--- src/rtl/hdmi_packet_assembler.sv ---
// HDMI data island packet serialiser: 24-bit header + four 56-bit subpackets -> 32 x 9-bit pixels.
// Define HDMI_PACKET_ECC_EN to generate BCH parity; otherwise the parity slots carry zeros.
module hdmi_packet_assembler #(
   parameter int PACKET_COUNT_MAX = 18
) (
   input  logic         clk_pixel,
   input  logic         reset_n,
   input  logic         packet_enable,
   input  logic [23:0]  header,
   input  logic [223:0] sub,
   output logic [8:0]   packet_data,
   output logic [4:0]   packet_counter,
   output logic         busy,
   output logic         packet_last
);

   localparam int RUN_W = $clog2(PACKET_COUNT_MAX + 1);

   typedef enum logic {S_IDLE, S_SEND} state_t;

   state_t           r_state;
   logic [RUN_W-1:0] r_run;
   logic             r_blocked;
   logic [23:0]      r_hdr_sr;
   logic [55:0]      r_sub_sr [4];

   logic             w_load;
   logic             w_active;
   logic [4:0]       w_cnt_next;
   logic [8:0]       w_data;
   logic [23:0]      w_hdr_src;
   logic [55:0]      w_sub_src [4];

`ifdef HDMI_PACKET_ECC_EN
   logic [7:0]       r_ecc_h;
   logic [7:0]       r_ecc_s [4];
   logic [7:0]       w_ecc_h_src;
   logic [7:0]       w_ecc_h_next;
   logic [7:0]       w_ecc_s_src  [4];
   logic [7:0]       w_ecc_s_next [4];

   // One LSB-first step of the G(x)=x^8+x^7+x^6+1 LFSR.
   function automatic logic [7:0] ecc_step(input logic [7:0] ecc, input logic bit_in);
      logic fb;
      fb = ecc[0] ^ bit_in;
      return (ecc >> 1) ^ (fb ? 8'h83 : 8'h00);
   endfunction
`endif

   always_comb begin
      w_load = 1'b0;
      if (r_state == S_IDLE)
         w_load = packet_enable && !r_blocked;
      else if (packet_counter == 5'd31)
         w_load = packet_enable && (r_run < RUN_W'(PACKET_COUNT_MAX));
      w_active   = w_load || ((r_state == S_SEND) && (packet_counter != 5'd31));
      w_cnt_next = w_load ? 5'd0 : packet_counter + 5'd1;
   end

   // Stage: pick fresh inputs on a load, otherwise the shifted payload, and form this pixel
   always_comb begin
      w_data    = '0;
      w_hdr_src = w_load ? header : r_hdr_sr;
`ifdef HDMI_PACKET_ECC_EN
      w_ecc_h_src  = w_load ? 8'h00 : r_ecc_h;
      w_ecc_h_next = w_ecc_h_src;
`endif
      if (w_cnt_next < 5'd24) begin
         w_data[0] = w_hdr_src[0];
`ifdef HDMI_PACKET_ECC_EN
         w_ecc_h_next = ecc_step(w_ecc_h_src, w_hdr_src[0]);
`endif
      end else begin
`ifdef HDMI_PACKET_ECC_EN
         w_data[0] = w_ecc_h_src[w_cnt_next[2:0]];
`endif
      end

      for (int i = 0; i < 4; i++) begin
         w_sub_src[i] = w_load ? sub[56*i +: 56] : r_sub_sr[i];
`ifdef HDMI_PACKET_ECC_EN
         w_ecc_s_src[i]  = w_load ? 8'h00 : r_ecc_s[i];
         w_ecc_s_next[i] = w_ecc_s_src[i];
`endif
         if (w_cnt_next < 5'd28) begin
            w_data[1+i] = w_sub_src[i][0];
            w_data[5+i] = w_sub_src[i][1];
`ifdef HDMI_PACKET_ECC_EN
            w_ecc_s_next[i] = ecc_step(ecc_step(w_ecc_s_src[i], w_sub_src[i][0]), w_sub_src[i][1]);
`endif
         end else begin
`ifdef HDMI_PACKET_ECC_EN
            w_data[1+i] = w_ecc_s_src[i][{w_cnt_next[1:0], 1'b0}];
            w_data[5+i] = w_ecc_s_src[i][{w_cnt_next[1:0], 1'b1}];
`endif
         end
      end
   end

   // Stage: registered control and outputs
   always_ff @(posedge clk_pixel) begin
      if (!reset_n) begin
         r_state        <= S_IDLE;
         r_run          <= '0;
         r_blocked      <= 1'b0;
         packet_data    <= '0;
         packet_counter <= '0;
         busy           <= 1'b0;
         packet_last    <= 1'b0;
      end else begin
         if (!packet_enable)
            r_blocked <= 1'b0;
         if (w_active) begin
            r_state        <= S_SEND;
            packet_data    <= w_data;
            packet_counter <= w_cnt_next;
            busy           <= 1'b1;
            packet_last    <= (w_cnt_next == 5'd31);
         end else begin
            r_state        <= S_IDLE;
            packet_data    <= '0;
            packet_counter <= '0;
            busy           <= 1'b0;
            packet_last    <= 1'b0;
         end
         if (w_load) begin
            r_run <= (r_state == S_IDLE) ? RUN_W'(1) : r_run + RUN_W'(1);
         end else if (!w_active) begin
            r_run <= '0;
            // A run that hit its limit with the request still high must see a gap first.
            if ((r_state == S_SEND) && packet_enable)
               r_blocked <= 1'b1;
         end
      end
   end

   // Stage: payload shift registers and parity state (no reset; always reloaded before use)
   always_ff @(posedge clk_pixel) begin
      if (w_active) begin
         r_hdr_sr <= w_hdr_src >> 1;
         for (int i = 0; i < 4; i++)
            r_sub_sr[i] <= w_sub_src[i] >> 2;
`ifdef HDMI_PACKET_ECC_EN
         r_ecc_h <= w_ecc_h_next;
         for (int i = 0; i < 4; i++)
            r_ecc_s[i] <= w_ecc_s_next[i];
`endif
      end
   end

endmodule

--- config.mk ---
export PLATFORM = sky130hd
export DESIGN_NAME = hdmi_packet_assembler
export DESIGN_NICKNAME = d
export VERILOG_FILES = /design/src/rtl/hdmi_packet_assembler.sv
export SDC_FILE = /design/constraint.sdc
export NUM_CORES = 1
export LEC_CHECK = 0
export ABC_AREA = 1
export BUFFER_PORTS_ARGS = -buffer_cell sky130_fd_sc_hd__buf_4
export CORE_ASPECT_RATIO = 1.5
export CORE_UTILIZATION = 55
export CTS_CLUSTER_DIAMETER = 50
export DETAILED_ROUTE_END_ITERATION = 10
export GPL_ROUTABILITY_DRIVEN = 0
export PLACE_DENSITY = 0.86
export REMOVE_ABC_BUFFERS = 1
export SLEW_MARGIN = 20
export SYNTH_ARGS = -nofsm -noshare
export SYNTH_HDL_FRONTEND = slang
export SYNTH_SLANG_ARGS = --single-unit
--- constraint.sdc ---
create_clock -name clk_pixel -period 21.5 [get_ports clk_pixel]
set_input_delay 4.3 -clock clk_pixel [delete_from_list [all_inputs] [get_ports clk_pixel]]
set_output_delay 4.3 -clock clk_pixel [all_outputs]
set_load 0.01 [all_outputs]
==> summary.txt, run 1 <==
Leakage: 6.64 nW
Clock skew: 0.00894 ns
Core area: 0.0198 mm²
Largest net degree at the start of global routing: 140
Hold WC Path Type: flip-flop to flip-flop
Post-synthesis average cell area: 9.77 µm²
IO buf count: 266
Max Transition Viols Final: 0
Cell Pwr Density: 87.3 mW/mm²
Clk slew on worst S/H paths: 0.06 ns
Most common cell after layout, fill and taps aside: nand2_1
Worst-Skew Late Latency: 0.51 ns
H-tree levels: 1
Die ar.: 0.0208 mm²
YS warnings: 0
Post-Synthesis Cells: 1140
CTS tree: built
Initial antenna violation count: 0
Metal2 WL: 11.6 mm
Tcrit/Tclk final: 30.5%
Total number of vias: 8379
Fmax: 153 MHz
Actual slew at the worst max-slew pin: 1.07 ns
Critical Path AT: 6.93 ns
Int Power: 0.935 mW
Synth Area in Simple Gates: 26.7%
Fillers: 1486
Hold path cells: 2
Reg2Reg Launch Point: packet_counter[0]
Metal-1 WL: 8.98 mm
Final WS setup: 14.95 ns
Post-Synth Adder-Cell Area: 0.337%
Fin util: 70.6%
Synth Area in XOR/XNOR: 0%
Net load switching power: 0.285 mW
Compound-cell area share of the yosys netlist: 0.618%
CTS sink count: 261
Reg2Reg Depth: 11
Post-cts sizing count: 0
Met3 Wirelength: 2.37 mm
Final setup vio count: 0
Post-synth top area share: 64.4%
FP Rows: 63
Max Root-Sink Buffers: 3
Crit. End Element: flip-flop
Reg-to-reg slack, setup: 17.90 ns
HP Start: r_blocked
Layout cell share with drive strength beyond 1: 22.4%
Drt pass-1 iters: 5
Die extent in x: 118 µm
Comb pwr share: 12.1%
Cts hold-fix bufs: 0
Crit path kind: input pin to flip-flop
Remaining antenna violation count: 0
Final Hold Vio Count: 0
Syn Std Cell Area: 0.0111 mm²
Io pins: 267
Wirelength per Cell: 14.2 µm
Commonest cells after routing, fill and taps aside: nand2_1, buf_4, edfxtp_1
Critical Path Fanout Max: 139
Clk root buf: clkbuf_16
Die Y: 176 µm
Total track usage: 22.9%
Final net count: 1640
GRT overflow: 0
First-pass GRT wire length: 38.4 mm
Startpoint types: input pin
Vias in the first global route: 8233
Top post-synthesis cells by area: edfxtp_1, nand2_1, dfxtp_1
Initial core utilization: 56.3%
Dpl ws: 14.21 ns
Worst flop-to-flop path endpoint: r_sub_sr[0][11]
Cell taking the most area after synthesis: edfxtp_1
Relative slew slack: 28.7%
Synth-to-layout area growth: 25.5%
Initial DRC count: 756
CP Data Required Time: 21.88 ns
Seq/Total Area, Yosys: 68.4%
Num CTS Buffers: 25
DP Wirelength: 15.1 mm
Run status: completed
RSZ-0062 raised after global routing: no
Worst Hold Path EP: r_blocked
Largest family of logic cells by synthesized area: simple AND/OR/NAND/NOR gates
Setup_tns: 0 ns
Max Cap Viol: 0
Via density: 5.04
#FFs+latches synth: 261
Clock share of power: 33.9%
Dpl cells: 1619
Total wire length: 23.7 mm
Post-synthesis mux area share: 0%
DRC Markers: 0
Top Metal Used: met4
Min cycle time layout: 6.55 ns
Sequential share of power: 54.0%
Setup Fix Bufs, Post-CTS: 0
Sw Share: 23.4%
Ant diodes: 0
Post-synth cell types: 22
Non-Filler Instances: 1664
Worst VDD drop: 67.4 µV
==> per-stage QoR <==
step           instance area, µm²  hold slack, ns  power, mW
4_1_cts                     14000           0.492       1.23
3_3_place_gp                13200           0.467      0.808
2_1_floorplan               10800           0.453      0.764
5_1_grt                     14000           0.505       1.27
3_5_place_dp                13200           0.471      0.816
6_report                    14000           0.493       1.22
==> power groups by stage <==
stage / Clock (mW) / Combinational [mW] / Sequential (mW)
floorplan: 0 / 0.0868 / 0.677
global placement: 0 / 0.142 / 0.667
detailed placement: 0 / 0.147 / 0.669
CTS: 0.424 / 0.149 / 0.659
global route: 0.439 / 0.168 / 0.664
finish: 0.413 / 0.148 / 0.659
==> registers in the layout, summed over array words and instances (netlist names) <==
name	cells
r_state	1
packet_last	1
packet_counter	5
r_run	5
r_sub_sr	216
packet_data	9
r_blocked	1
r_hdr_sr	23
==> worst max-delay path by stage <==
stage                   from               to  slack (ns)  cells after the start
2_1_floorplan  packet_enable      r_hdr_sr[0]        9.10                      4
3_3_place_gp   packet_enable   packet_data[1]       14.32                     10
3_5_place_dp   packet_enable   packet_data[1]       14.21                     10
4_1_cts        packet_enable   packet_data[1]       14.67                     10
5_1_grt        packet_enable   packet_data[0]       14.73                      9
6_report       packet_enable  r_sub_sr[0][11]       14.95                      8
==> synthesized netlist by cell type <==
master / number
nor3_1: 2
nand3_1: 14
dfxtp_1: 22
clkbuf_1: 8
nand2_1: 727
nor3_2: 1
a21oi_4: 1
nor2_1: 29
nand2_4: 1
ha_1: 3
buf_2: 21
or2_2: 1
o22ai_1: 2
buf_4: 24
inv_1: 31
nor2_2: 1
nand4_1: 2
o21ai_0: 5
inv_2: 1
edfxtp_1: 239
a21oi_1: 3
nand2_2: 2
==> layer usage <==
metal | vias to the layer above | global-route usage, %
met5 | - | 0
met4 | 0 | 8.49
met3 | 56 | 6.07
met2 | 368 | 39.2
met1 | 3823 | 27.8
li1 | 4132 | -
==> cell families after synthesis <==
| family | after synthesis |
|---|---|
| simple gates | 780 |
| flops | 261 |
| buf+inv | 85 |
| compound gates | 11 |
| fa+ha+maj | 3 |
==> cell type report <==
cell class                      instances  area [µm²]  share of cell area (%)
Sequential cell                       261        7620                    54.5
Clock buffer                           34         679                    4.86
Clock inverter                         11        82.6                   0.591
Multi-Input combinational cell        794        3100                    22.2
Tap cell                              260         325                    2.33
Inverter                               32         120                   0.860
Timing Repair Buffer                  272        2050                    14.6
==> worst max-delay path: stages <==
cell	delay, ns
buf_4	0.09
nand2_1	0.06
nor2_2	0.23
nand2_2	0.26
nand2_8	0.60
buf_4	0.86
nand2_1	0.18
nand2_1	0.12
Power figures use the tool's default switching activity.
==> run 2: changes to the inputs <==
CORE_UTILIZATION = 54   (was 55)
PLACE_DENSITY = 0.84   (was 0.86)
clock period = 6.18 ns   (was 21.5 ns; I/O delays follow)
==> summary.txt, run 2 (synthesis gave the netlist of run 1 again) <==
Critical Path AT: 3.41 ns
DRC Markers: 0
Clk slew on worst S/H paths: 0.06 ns
Critical-path cell list: ha_1 > nand2_1 > nor2_1 > ha_1 > inv_1 > nor2_2 > nand2_2 > nand3_4 > buf_12
Via density: 4.98
Fmax: 304 MHz
FP Rows: 64
Core area: 0.0203 mm²
GRT overflow: 0
Largest net degree at the start of global routing: 244
Actual slew at the worst max-slew pin: 1.08 ns
Cell family with most CP delay: simple AND/OR/NAND/NOR gates
Synth-to-layout area growth: 26.2%
Min cycle time layout: 3.29 ns
Fin area: 0.0141 mm²
Top Registers: r_sub_sr x216, r_hdr_sr x23, packet_data x9
Non-Filler Instances: 1667
Most common cell after layout, fill and taps aside: nand2_1
Largest register FFs: 216
Initial core utilization: 54.7%
Worst VDD drop: 251 µV
Worst path bufs/invs: 2
Num CTS Buffers: 25
Ant diodes: 0
Hold WC Path Type: flip-flop to flip-flop
Global Route met1 Usage: 27.2%
RSZ-0062 raised after global routing: no
Routing usage on met2: 38.6%
Drt pass-1 iters: 5
Die extent in x: 119 µm
Fillers: 1533
IO buf count: 266
Tcrit/Tclk final: 53.2%
Io pins: 267
H-tree levels: 1
Startpoint types: flip-flop
Crit. End Element: flip-flop
Clk root buf: clkbuf_16
Global Route met3 Usage: 5.91%
CTS sink count: 261
Clock skew: 0.00818 ns
CP Data Required Time: 6.31 ns
Commonest cells after routing, fill and taps aside: nand2_1, buf_4, edfxtp_1
Cts hold-fix bufs: 0
Max Root-Sink Buffers: 3
Total number of vias: 8295
Multi-input gate area: 0.00310 mm²
CP max stage delay: 0.55 ns
Post-cts sizing count: 0
Run status: completed
Layout cell share with drive strength beyond 1: 22.7%
Total track usage: 22.1%
Remaining antenna violation count: 0
First-pass GRT wire length: 37.2 mm
Initial antenna violation count: 0
CTS tree: built
Final net count: 1639
Die Y: 178 µm
Vias in the first global route: 7828
Cell mode on critical path: ha_1
Max Transition Viols Final: 0
DP Wirelength: 15.0 mm
Worst-Skew Late Latency: 0.51 ns
Slowest CP cell: nand3_4
Die ar.: 0.0212 mm²
Dpl cells: 1622
Initial DRC count: 751
Reg area: 0.00762 mm²
Crit path kind: flip-flop to flip-flop
Cell Pwr Density: 309 mW/mm²
Max Cap Viol: 0
Total wire length: 23.8 mm
Fin util: 69.1%
Wirelength per Cell: 14.3 µm
Most flops, register: r_sub_sr
Critical Path Fanout Max: 156
Leakage: 6.68 nW
Final setup vio count: 0
Setup Fix Bufs, Post-CTS: 0
GRT busiest layer: met2
Final Hold Vio Count: 0
Relative slew slack: 28.1%
Placed Area: 0.0132 mm²
==> run 2: cell count changes in the layout (fill, tap and decap cells not counted), moves of 2 or more <==
| cell | previous run | this run |
|---|---|---|
| clkinv_1 | 5 | 2 |
| buf_4 | 271 | 269 |
| clkbuf_1 | 7 | 5 |
| buf_12 | 0 | 2 |
| bufinv_16 | 1 | 3 |
| clkinv_2 | 3 | 5 |
| clkinv_4 | 0 | 2 |
==> run 2: worst paths after layout <==
kind                    end  slack, ns              start  cells past startpoint
min               r_blocked       0.49          r_blocked                      2
max          r_sub_sr[1][4]       2.89  packet_counter[0]                      9
min reg2reg       r_blocked       0.49          r_blocked                      2
max reg2reg  r_sub_sr[1][4]       2.89  packet_counter[0]                      9
==> run 2: metal layers <==
metal  share of wire, %  vias to the layer above
met5                  0                        -
met2                 50                      328
met4                1.6                        0
met3                8.9                       30
li1                   -                     4132
met1                 40                     3805
==> run 2: worst reg2reg max path, cell delays in order (launching register included) <==
cell and delay (ns):
dfxtp_1 0.40, ha_1 0.20, nand2_1 0.07, nor2_1 0.10, ha_1 0.14, inv_1 0.08
nor2_2 0.23, nand2_2 0.26, nand3_4 0.55, buf_12 0.54
==> run 2: layout make-up <==
| type | instances | area share, % |
|---|---|---|
| Sequential cell | 261 | 54.2 |
| Clock buffer | 32 | 4.78 |
| Inverter | 32 | 0.855 |
| Tap cell | 264 | 2.35 |
| Timing Repair Buffer | 271 | 14.7 |
| Multi-Input combinational cell | 794 | 22.1 |
| Clock inverter | 13 | 1.06 |
==> run 2: power breakdown <==
part	leakage [nW]	switching, mW	internal (mW)
logic	3.69	0.305	0.214
registers	2.58	0.0638	2.23
clock network	0.406	0.636	0.896
==> run 2: per-stage QoR <==
step           hold WS [ns]  power (mW)  TNS [ns]  setup slack (ns)
2_1_floorplan         0.453        2.66   -775.77             -3.15
3_3_place_gp          0.469        2.82         0              2.69
3_5_place_dp          0.480        2.85         0              2.61
4_1_cts               0.488        4.38         0              3.00
5_1_grt               0.517        4.53         0              2.73
6_report              0.493        4.34         0              2.89
==> run 3: changes to the inputs <==
clock period = 3.4 ns   (was 6.18 ns; I/O delays follow)
==> summary.txt, run 3 (synthesis gave the netlist of run 1 again) <==
Most flops, register: r_sub_sr
Startpoint types: flip-flop
Worst VDD drop: 440 µV
Wirelength per Cell: 14.3 µm
Clk slew on worst S/H paths: 0.07 ns
Most common cell after layout, fill and taps aside: nand2_1
Ant diodes: 0
Total wire length: 24.0 mm
Die extent in x: 119 µm
Fmax: 382 MHz
Commonest cells after routing, fill and taps aside: nand2_1, buf_4, edfxtp_1
Initial core utilization: 54.7%
Actual slew at the worst max-slew pin: 0.461 ns
Fin area: 0.0142 mm²
Synth-to-layout area growth: 27.3%
Setup_tns: 0 ns
Total number of vias: 8286
Die ar.: 0.0212 mm²
Clk root buf: clkbuf_16
Max Transition Viols Final: 0
Relative slew slack: 69.3%
Max Root-Sink Buffers: 3
Final net count: 1651
Critical Path Fanout Max: 53
Initial antenna violation count: 0
Core area: 0.0203 mm²
Overall power: 7.82 mW
RSZ-0062 raised after global routing: no
Tcrit/Tclk final: 77.0%
GRT overflow: 0
Total track usage: 22.5%
Cts hold-fix bufs: 0
Remaining antenna violation count: 0
Setup Fix Bufs, Post-CTS: 0
H-tree levels: 1
Io pins: 267
Crit path kind: flip-flop to flip-flop
Initial DRC count: 656
Largest net degree at the start of global routing: 86
Via density: 4.94
Cell Pwr Density: 551 mW/mm²
Largest register FFs: 216
Leakage: 6.74 nW
Dpl cells: 1634
Max Cap Viol: 0
Placed Area: 0.0134 mm²
Final Hold Vio Count: 0
DRC Markers: 0
Hold WC Path Type: input pin to flip-flop
CTS tree: built
Top Registers: r_sub_sr x216, r_hdr_sr x23, packet_data x9
Vias in the first global route: 7959
Post-cts sizing count: 0
DP Wirelength: 15.8 mm
FP Rows: 64
CTS sink count: 261
Crit. End Element: flip-flop
Num CTS Buffers: 25
Worst-Skew Late Latency: 0.52 ns
Run status: completed
Fin util: 69.7%
Min cycle time layout: 2.62 ns
Clock skew: 0.00934 ns
Drt pass-1 iters: 8
Critical Path AT: 3.00 ns
Layout cell share with drive strength beyond 1: 23.3%
CP Data Required Time: 3.78 ns
IO buf count: 266
Die Y: 178 µm
Non-Filler Instances: 1679
Final setup vio count: 0
First-pass GRT wire length: 37.9 mm
-- run 3: cell types whose count changed in the layout (fill, tap and decap cells not counted), sizes merged --
cell and change:
clkinv -2, buf +12, clkbuf +4, inv -1, clkinvlp +1, bufinv -2
-- run 3: worst paths after layout --
check / from / end / slack (ns) / cells past startpoint
worst max-delay path: packet_counter[0] / r_sub_sr[2][17] / 0.78 / 11
worst min-delay path: sub[86] / r_sub_sr[1][28] / 0.43 / 3
worst max register to register: packet_counter[0] / r_sub_sr[2][17] / 0.78 / 11
worst min register to register: r_blocked / r_blocked / 0.48 / 2
-- run 3: layout make-up --
| type | instances | area [µm²] |
|---|---|---|
| multi-input cells | 794 | 3100 |
| inverters | 32 | 120 |
| clock buffers | 36 | 717 |
| fillers | 1515 | 6160 |
| repair buffers | 283 | 2210 |
| flip-flops and latches | 261 | 7620 |
| clock inverters | 9 | 77.6 |
| well taps | 264 | 330 |
-- run 3: per-stage QoR --
step	hold slack [ns]	worst slack, ns
floorplan	0.453	-5.58
global placement	0.463	0.892
detailed placement	0.470	0.792
CTS	0.407	0.773
global route	0.421	0.514
finish	0.428	0.784
-- run 3: metal layers --
metal | wire (µm) | track usage (%)
met2 | 11900 | 39.6
met3 | 2150 | 6.14
met4 | 562 | 7.12
met1 | 9360 | 26.8
met5 | 0 | 0
-- run 3: critical path, stage by stage, from the launching register on --
cell	delay, ns
dfxtp_1	0.39
ha_1	0.20
nand2_1	0.08
nor2_1	0.10
ha_1	0.15
inv_1	0.06
nor2_2	0.22
nand2_2	0.27
nand2_8	0.35
buf_4	0.44
nand2_1	0.11
nand2_1	0.08
-- run 3: report_power, final --
group / total (mW) / leakage [nW] / internal, mW / switching [mW]
Sequential: 4.16 / 2.58 / 4.04 / 0.112
Clock: 2.68 / 0.388 / 1.54 / 1.14
Combinational: 0.976 / 3.77 / 0.414 / 0.562
